### src/rtl/mf_feeder_if.sv
`default_nettype none
// ============================================================================
// Module      : mf_feeder_if
// Description : Bus bundle between a sample/coefficient source and the
//               matched-filter feeder. The master side drives samples, flush
//               and coefficient writes. The slave side (the feeder) returns
//               the push strobe, the parallel window, the active coefficients
//               and the fill status.
// Signals     : samp_valid/samp_data   serial sample stream
//               flush                  discard window, restart fill
//               coef_we/addr/data      shadow coefficient write port
//               coef_commit            shadow -> active bank copy
//               pushout                one-cycle strobe to the filter
//               dout[0..19]            window, dout[0] newest
//               wout[0..19]            active coefficient bank
//               full/fill_cnt          window fill status
// Revision    : 1.0 - initial release
// ============================================================================
interface mf_feeder_if #(
    parameter int WIDTH = 32
);
    logic                    samp_valid;
    logic signed [WIDTH-1:0] samp_data;
    logic                    flush;
    logic                    coef_we;
    logic [4:0]              coef_addr;
    logic signed [WIDTH-1:0] coef_data;
    logic                    coef_commit;
    logic                    pushout;
    logic signed [WIDTH-1:0] dout [20];
    logic signed [WIDTH-1:0] wout [20];
    logic                    full;
    logic [4:0]              fill_cnt;

    modport master (
        output samp_valid, samp_data, flush,
        output coef_we, coef_addr, coef_data, coef_commit,
        input  pushout, dout, wout, full, fill_cnt
    );

    modport slave (
        input  samp_valid, samp_data, flush,
        input  coef_we, coef_addr, coef_data, coef_commit,
        output pushout, dout, wout, full, fill_cnt
    );
endinterface
`default_nettype wire

### src/rtl/mf_feeder.sv
`default_nettype none
// ============================================================================
// Module      : mf_feeder
// Description : Front end of the 20-tap matched filter. Keeps a 20-deep
//               sliding window of accepted samples and a double-buffered
//               coefficient bank. Once the window is full it emits a
//               one-cycle push every DECIM accepted samples, presenting the
//               window and active coefficients in parallel.
// Ports       : clk    rising-edge clock
//               reset  synchronous, active-high reset
//               bus    mf_feeder_if.slave (samples, flush, coefficient port,
//                      push strobe, window, coefficients, fill status)
// Parameters  : WIDTH  sample/coefficient width (signed)
//               DECIM  decimation factor, 1..16
// Revision    : 1.0 - initial release
// ============================================================================
module mf_feeder #(
    parameter int WIDTH = 32,
    parameter int DECIM = 1
) (
    input  wire logic    clk,
    input  wire logic    reset,
    mf_feeder_if.slave   bus
);

    localparam int         c_TAPS     = 20;
    localparam logic [4:0] c_FULL     = 5'd20;
    localparam logic [4:0] c_LAST_FIL = 5'd19;
    localparam logic [3:0] c_PH_LAST  = 4'(DECIM - 1);

    localparam logic [1:0] S_EMPTY = 2'd0;
    localparam logic [1:0] S_FILL  = 2'd1;
    localparam logic [1:0] S_RUN   = 2'd2;

    logic [1:0]              r_state;
    logic [1:0]              w_state_nxt;
    logic [4:0]              r_fill;
    logic [4:0]              w_fill_nxt;
    logic [3:0]              r_ph;
    logic [3:0]              w_ph_nxt;
    logic                    r_push;
    logic                    w_push;
    logic signed [WIDTH-1:0] r_dout     [c_TAPS];
    logic signed [WIDTH-1:0] r_shadow   [c_TAPS];
    logic signed [WIDTH-1:0] r_wout     [c_TAPS];
    logic signed [WIDTH-1:0] w_shadow_nxt [c_TAPS];

    // ------------------------------------------------------------------
    // FSM: state register
    // ------------------------------------------------------------------
    always_ff @(posedge clk) begin
        if (reset) begin
            r_state <= S_EMPTY;
        end else begin
            r_state <= w_state_nxt;
        end
    end

    // ------------------------------------------------------------------
    // FSM: next state. Only an accept or a flush moves the state; a flush
    // that coincides with an accept lands in FILL because that sample is
    // loaded into the freshly cleared window.
    // ------------------------------------------------------------------
    always_comb begin
        w_state_nxt = r_state;
        if (bus.flush) begin
            w_state_nxt = bus.samp_valid ? S_FILL : S_EMPTY;
        end else if (bus.samp_valid) begin
            case (r_state)
                S_EMPTY: w_state_nxt = S_FILL;
                S_FILL:  w_state_nxt = (r_fill == c_LAST_FIL) ? S_RUN : S_FILL;
                S_RUN:   w_state_nxt = S_RUN;
                default: w_state_nxt = S_EMPTY;
            endcase
        end
    end

    // ------------------------------------------------------------------
    // FSM: outputs (push decision, fill count, decimation phase).
    // The phase only advances on accepts that leave the FSM in RUN, which
    // includes the accept completing the window. Outside RUN it stays at
    // zero, so the first full window always pushes.
    // ------------------------------------------------------------------
    always_comb begin
        w_push     = 1'b0;
        w_fill_nxt = r_fill;
        w_ph_nxt   = r_ph;
        if (bus.flush) begin
            w_fill_nxt = {4'd0, bus.samp_valid};
            w_ph_nxt   = 4'd0;
        end else if (bus.samp_valid) begin
            w_fill_nxt = (r_fill == c_FULL) ? c_FULL : r_fill + 5'd1;
            if (w_state_nxt == S_RUN) begin
                w_push   = (r_ph == 4'd0);
                w_ph_nxt = (r_ph == c_PH_LAST) ? 4'd0 : r_ph + 4'd1;
            end
        end
    end

    always_ff @(posedge clk) begin
        if (reset) begin
            r_fill <= 5'd0;
            r_ph   <= 4'd0;
            r_push <= 1'b0;
        end else begin
            r_fill <= w_fill_nxt;
            r_ph   <= w_ph_nxt;
            r_push <= w_push;
        end
    end

    // ------------------------------------------------------------------
    // Sample window
    // ------------------------------------------------------------------
    always_ff @(posedge clk) begin
        if (reset) begin
            for (int k = 0; k < c_TAPS; k++) begin
                r_dout[k] <= '0;
            end
        end else if (bus.flush) begin
            for (int k = 1; k < c_TAPS; k++) begin
                r_dout[k] <= '0;
            end
            r_dout[0] <= bus.samp_valid ? bus.samp_data : '0;
        end else if (bus.samp_valid) begin
            r_dout[0] <= bus.samp_data;
            for (int k = 1; k < c_TAPS; k++) begin
                r_dout[k] <= r_dout[k-1];
            end
        end
    end

    // ------------------------------------------------------------------
    // Coefficient banks. The merged shadow image (current shadow plus this
    // cycle's write) feeds both the shadow register and the commit path so
    // that a write and commit in the same cycle commit the new value.
    // Addresses 20..31 match no entry and are dropped.
    // ------------------------------------------------------------------
    always_comb begin
        for (int k = 0; k < c_TAPS; k++) begin
            w_shadow_nxt[k] = r_shadow[k];
            if (bus.coef_we && (bus.coef_addr == 5'(k))) begin
                w_shadow_nxt[k] = bus.coef_data;
            end
        end
    end

    always_ff @(posedge clk) begin
        if (reset) begin
            for (int k = 0; k < c_TAPS; k++) begin
                r_shadow[k] <= '0;
                r_wout[k]   <= '0;
            end
        end else begin
            for (int k = 0; k < c_TAPS; k++) begin
                r_shadow[k] <= w_shadow_nxt[k];
                if (bus.coef_commit) begin
                    r_wout[k] <= w_shadow_nxt[k];
                end
            end
        end
    end

    // ------------------------------------------------------------------
    // Outputs
    // ------------------------------------------------------------------
    assign bus.pushout  = r_push;
    assign bus.fill_cnt = r_fill;
    assign bus.full     = (r_fill == c_FULL);

    for (genvar g = 0; g < c_TAPS; g++) begin : g_tap
        assign bus.dout[g] = r_dout[g];
        assign bus.wout[g] = r_wout[g];
    end

endmodule
`default_nettype wire

### src/flat_wrapper.sv
// flat-port wrapper written by rule: the top's interface ports become plain ports
module mf_feeder_flat 
#(
    parameter int WIDTH = 32,
    parameter int DECIM = 1
)
  (clk, reset, bus_samp_valid, bus_samp_data, bus_flush, bus_coef_we, bus_coef_addr, bus_coef_data, bus_coef_commit, bus_pushout, bus_dout, bus_wout, bus_full, bus_fill_cnt);
  mf_feeder_if #(.WIDTH(WIDTH)) bus_i ();
  input  wire logic clk;
  input  wire logic reset;
  input wire logic [$bits(bus_i.samp_valid)-1:0] bus_samp_valid;
  input wire logic [$bits(bus_i.samp_data)-1:0] bus_samp_data;
  input wire logic [$bits(bus_i.flush)-1:0] bus_flush;
  input wire logic [$bits(bus_i.coef_we)-1:0] bus_coef_we;
  input wire logic [$bits(bus_i.coef_addr)-1:0] bus_coef_addr;
  input wire logic [$bits(bus_i.coef_data)-1:0] bus_coef_data;
  input wire logic [$bits(bus_i.coef_commit)-1:0] bus_coef_commit;
  output wire logic [$bits(bus_i.pushout)-1:0] bus_pushout;
  output wire logic [$bits(bus_i.dout)-1:0] bus_dout;
  output wire logic [$bits(bus_i.wout)-1:0] bus_wout;
  output wire logic [$bits(bus_i.full)-1:0] bus_full;
  output wire logic [$bits(bus_i.fill_cnt)-1:0] bus_fill_cnt;
  assign bus_i.samp_valid = bus_samp_valid;
  assign bus_i.samp_data = bus_samp_data;
  assign bus_i.flush = bus_flush;
  assign bus_i.coef_we = bus_coef_we;
  assign bus_i.coef_addr = bus_coef_addr;
  assign bus_i.coef_data = bus_coef_data;
  assign bus_i.coef_commit = bus_coef_commit;
  assign bus_pushout = bus_i.pushout;
  assign bus_dout = {>>{bus_i.dout}};
  assign bus_wout = {>>{bus_i.wout}};
  assign bus_full = bus_i.full;
  assign bus_fill_cnt = bus_i.fill_cnt;
  mf_feeder #(.WIDTH(WIDTH), .DECIM(DECIM)) u_core (.clk(clk), .reset(reset), .bus(bus_i));
endmodule
### config.mk
export PLATFORM = sky130hd
export DESIGN_NAME = mf_feeder_flat
export DESIGN_NICKNAME = d
export VERILOG_FILES = /design/src/rtl/mf_feeder_if.sv /design/src/rtl/mf_feeder.sv /design/src/flat_wrapper.sv
export SDC_FILE = /design/constraint.sdc
export NUM_CORES = 2
export LEC_CHECK = 0
export CORE_AREA = 2 2 525 527
export DETAILED_ROUTE_END_ITERATION = 16
export DIE_AREA = 0 0 527 529
export PLACE_DENSITY = 0.45
export SLEW_MARGIN = 10
export SYNTH_ARGS = -nofsm -noshare
export SYNTH_HDL_FRONTEND = slang
export SYNTH_SLANG_ARGS = --single-unit
### constraint.sdc
create_clock -name clk -period 21.6 [get_ports clk]
set_clock_uncertainty 0.1 [all_clocks]
set_input_delay 4.32 -clock clk [delete_from_list [all_inputs] [get_ports clk]]
set_output_delay 4.32 -clock clk [all_outputs]
set_load 0.01 [all_outputs]
; Word-level counts from Yosys, hierarchy flattened
; Memories as Yosys holds them, arrays and structs flattened.
; Index checks and enable logic that the tools add are counted.
[word_totals]
output_inout_bits = 1287
reg_bits = 12
elab_cells = 266
mem_bits_rw = 1920
mem_count = 3
in_bits = 75
[classes]
addsub = 2
mux = 123
eq_ne = 24
n_reduce_logical = 27
bitwise_logic = 82
[mem_list]
columns = name, depth, word_bits, rd, rd_ports_with_merged_regs, wr, line
row1 = u_core.r_dout, 20, 32, 20, 0, 20, mf_feeder.sv:43  ; logic signed [WIDTH-1:0] r_dout [c_TAPS];
row2 = u_core.r_shadow, 20, 32, 20, 0, 20, mf_feeder.sv:44  ; logic signed [WIDTH-1:0] r_shadow [c_TAPS];
row3 = u_core.r_wout, 20, 32, 20, 0, 20, mf_feeder.sv:45  ; logic signed [WIDTH-1:0] r_wout [c_TAPS];
[op_table]
columns = cell, n
row1 = 2-to-1 mux 32 bit, 101
row2 = bitwise OR 1 bit, 80
row3 = "equality test 5 x 4 -> 1 bit, second input constant", 8
row4 = "equality test 5 bit, second input constant", 6
row5 = "equality test 5 x 3 -> 1 bit, second input constant", 4
row6 = logical AND 1 bit, 20
row7 = 2-to-1 mux 1 bit, 16
row8 = "equality test 5 x 2 -> 1 bit, second input constant", 2
row9 = 2-to-1 mux 2 bit, 3
row10 = case mux 2 bit (3 select lines), 1
row11 = "adder 5 x 1 -> 5 bit, second input constant", 1
row12 = "equality test 5 x 1 -> 1 bit, second input constant", 1
row13 = zero test 5 bit, 1
row14 = 2-to-1 mux 5 bit, 1
row15 = "adder 4 x 1 -> 4 bit, second input constant", 1
row16 = "equality test 2 bit, second input constant", 2
row17 = zero test 4 bit, 1
row18 = 2-to-1 mux 4 bit, 1
row19 = OR reduction 4 bit, 1
row20 = "equality test 2 x 1 -> 1 bit, second input constant", 1
row21 = zero test 2 bit, 1
row22 = NOT 1 bit, 2
row23 = AND reduction 2 bit, 1
row24 = nonzero test 2 bit, 1
row25 = OR reduction 2 bit, 1

; Logic depth before layout (Yosys ltp)
[logic_depth]
depth_word = 8
mapped_depth = 8
mapped_depth_nobuf = 6

; Worst setup path after synthesis
; No wires, ideal clock.
[synth_timing]
path_type = input to register
start = in reset
end = mem u_core.r_wout[0][0] (enable)
arrival_time_ps = 12400
cell_stages = 3
setup_time_ps = 745
path_slack_ps = 8355
t_required_ps = 20755
path_cell_list = buf_2 -> clkbuf_1 -> or2_2
[synth_rtl]
columns = element, line
row1 = from (decl), flat_wrapper.sv:10  ; input wire logic reset;
row2 = to (decl), mf_feeder.sv:45

==> summary.txt <==
Power
  – Power Internal: 6.20 mW
  – Sw frac: 23.6%
  – Clk pwr share: 45.6%
  – Comb power frac: 5.6%
  – Highest ir drop seen on vdd: 60.2 µV
  – Cell Pwr Density: 88.5 mW/mm²
  – Switching component of the power: 1.91 mW
  – Pleak: 37.3 nW
  – Seq pwr share: 48.8%

CTS
  – PostCTS Resize Cnt: 0
  – Clk root buf: clkbuf_16
  – # H-tree levels: 4
  – Clock buffer depth: 4
  – Postcts setup bufs: 0
  – Total CTS buffers: 221
  – Hold-fix buffers at CTS: 0
  – Clock Pin Slew Worst Setup and Hold Paths: 0.06 ns
  – Clock latency on the worst-skew pair: 0.92 ns
  – CTS tree: yes
  – Sinks on Clock Net: 1932

Synthesis
  – Post-synth EDFFs: 832
  – Post-synth cell types: 36
  – Syn_area_per_cell: 12.4 µm²
  – Synthesized area: 0.0677 mm²
  – Ys async rst share: 0%
  – Sequential area share after synthesis: 69.4%
  – Synthesized flop and latch total: 1932
  – Dominant cell type by area after synthesis: edfxtp_1
  – Post-Syn Instances: 5458
  – Synth Flop Type: dfxtp_1
  – Synth warn: 0
  – Area contributors post-synth: edfxtp_1 37%, dfxtp_1 33%, mux2i_1 15%
  – Synth top area share: 36.9%
  – Synthesized Nets: 5537

Worst setup path
  – Critical R2R Launch: u_core.bus.fill_cnt[0]
  – CP Class: input pin to flip-flop
  – Crit-path max cell delay: 0.82 ns
  – Worst setup startpoint: bus_coef_commit
  – Worst Setup Start Kind: input pin
  – Worst reg2reg setup slack: 19.45 ns
  – Crit. End Element: flip-flop
  – Reg2Reg Depth: 5
  – Max Fanout on Critical Path: 162
  – Slowest cell on crit path: buf_4
  – Req. time, crit path: 21.92 ns
  – Worst path arrival time: 8.65 ns
  – Most used cell, CP: buf_4
  – Crit-path cells: clkdlybuf4s50_1 -> or2_4 -> buf_4 -> buf_4 -> buf_12 -> buf_4
  – R2r endpoint: u_core.r_ph[3]
  – Crit path capture: u_core.r_wout[0][218]

Timing
  – Final setup violation count: 0
  – Setup_tns: 0 ns
  – Measured slew at the worst slew-check pin: 1.26 ns
  – Fin. Hold Viols: 0
  – Fin. max-slew vios: 0
  – Tmin final: 8.33 ns
  – Worst slew margin: 15.6%
  – Share of the clock period used by the worst path: 38.6%
  – RSZ-0062 raised after global routing: no
  – F_max: 120 MHz

Job
  – Max-Cap Viols: 0

Detailed routing
  – Antenna Nets Post-Route: 0
  – DR pass1 iterations: 5
  – Vias/cell: 4.41
  – Routed len/inst: 26.6 µm
  – Via count: 46100
  – Drt drc: 0
  – Initial DRC count: 3482
  – WL final: 278000 µm

Global route
  – Initial antenna violation count: 16
  – GR Overflow Total: 0
  – First-pass GRT wire length: 375000 µm
  – Number of global-route vias before repair: 44600
  – Largest net degree at the start of global routing: 182
  – GR Util All Layers: 19.0%

Die
  – DIE WIDTH: 527 µm
  – Area of the die: 0.279 mm²
  – Io pins: 1362
  – Initial Util: 24.8%
  – Die height: 529 µm
  – Row cnt: 192
  – Core ar.: 0.273 mm²

Place
  – HPWL Detailed: 192000 µm
  – Placed Instances: 10100
  – PortBufs: 1361
  – RD Place Congestion: 0.832

Status
  – Outcome: finished clean

Layout
  – Final std cells w/o fill: 10500
  – Filler cell count: 27100
  – Total Nets Final: 6777
  – Area delta synth->final: 35.4%
  – Layout cells sized above 1: 6.66%

Worst hold path
  – Hold Crit Class: flip-flop to flip-flop
-- layer usage --
metal  vias to the layer above  routed length [µm]  GRT usage, %
li1                      21000                   -             -
met1                     23100              112000          23.0
met2                      1741              134000          32.3
met3                       352               22600          5.59
met4                         2                9260          6.03
met5                         -                  17             0
-- cell families (layout without fill, tap and decap cells) --
group           count (synthesis)  after routing  share of synthesized area [%]
compound gates                 78             78                          0.582
other cells                     0              3                              0
mux                          1027           1027                           15.2
buf+inv                       425           1847                           2.75
simple gates                 1991           1991                           12.0
xor+xnor                        1              1                         0.0129
flops                        1932           1932                           69.4
fa+ha+maj                       4              4                         0.0739
-- sequential cells by signal, summed over array words and instances (netlist names) --
register / cells
u_core.r_dout: 640
u_core.r_shadow: 640
u_core.r_wout: 640
u_core.bus.fill_cnt: 5
u_core.r_ph: 4
u_core.r_state: 2
u_core.bus.pushout: 1
-- how the worst min path moves through the flow --
| stage | from | endpoint | slack, ns | cells after the start |
|---|---|---|---|---|
| 6_report | u_core.r_shadow[0][625] | u_core.r_shadow[0][625] | 0.36 | 2 |
| 2_1_floorplan | u_core.r_shadow[0][576] | u_core.r_shadow[0][576] | 0.34 | 2 |
| 4_1_cts | u_core.r_shadow[0][589] | u_core.r_shadow[0][589] | 0.36 | 2 |
| 5_1_grt | u_core.r_shadow[0][593] | u_core.r_shadow[0][593] | 0.38 | 2 |
| 3_5_place_dp | u_core.r_shadow[0][608] | u_core.r_shadow[0][608] | 0.35 | 2 |
| 3_3_place_gp | u_core.r_shadow[0][628] | u_core.r_shadow[0][628] | 0.34 | 2 |
-- Yosys cell counts (all sizes together) (2+ instances only) --
cell	number
nor4bb	2
dfxtp	1100
nand3	8
nor3b	2
nor3	2
buf	128
nor2b	7
nand2	141
nor2	1611
mux2i	1027
ha	4
clkbuf	291
and4bb	2
nand2b	3
a21oi	73
inv	6
or2	2
or3	6
o21ai	4
edfxtp	832
and2	32
and3	162
nand4	5
-- power groups by stage --
| stage | Combinational (mW) | Sequential (mW) | Clock (mW) |
|---|---|---|---|
| 2_1_floorplan | 0.154 | 4.05 | 0 |
| 3_5_place_dp | 0.465 | 4.03 | 0 |
| 4_1_cts | 0.466 | 3.96 | 3.80 |
| 3_3_place_gp | 0.464 | 4.04 | 0 |
| 6_report | 0.457 | 3.96 | 3.70 |
| 5_1_grt | 0.479 | 3.96 | 3.94 |
-- critical path, delay by kind of cell --
kind,cells,cell delay (ns)
AND/OR/NAND/NOR,1,0.58
buffers and inverters,5,3.43
-- area by class of cell --
cell class / count / area [µm²] / share of cell area [%]
clock inverter: 85 / 763 / 0.832
tap: 3589 / 4490 / 4.90
timing repair buffer: 1436 / 14100 / 15.4
antenna: 3 / 7.51 / 0.00819
clock buffer: 320 / 6340 / 6.91
multi-input combinational: 3101 / 18900 / 20.7
sequential: 1932 / 47000 / 51.3
inverter: 6 / 22.5 / 0.0246
-- metrics by stage --
stage               hold slack (ns)  instance area, µm²  util, %  setup slack (ns)  power [mW]
finish                        0.358               91700     33.6             13.27        8.11
global placement              0.342               84600     31.0             12.51        4.50
CTS                           0.359               91700     33.6             13.31        8.22
global route                  0.379               91700     33.6             13.06        8.37
floorplan                     0.336               67700        -              8.36        4.20
detailed placement            0.351               84600     31.0             12.43        4.50
-- layout by cell type, fill, tap and decap left out, drive strengths merged, types with 3 or more instances in the layout --
master         count
bufinv             9
nand3              8
nor2b              7
o21ai              4
and3             162
clkdlybuf4s50   1331
a21oi             73
clkinv            64
edfxtp           832
and2              32
nand2            141
ha                 4
dfxtp           1100
mux2i           1027
or3                6
nand2b             3
inv               17
buf              105
diode              3
nand4              5
clkbuf           320
nor2            1611
No activity file was read; power rests on OpenSTA's default activity.
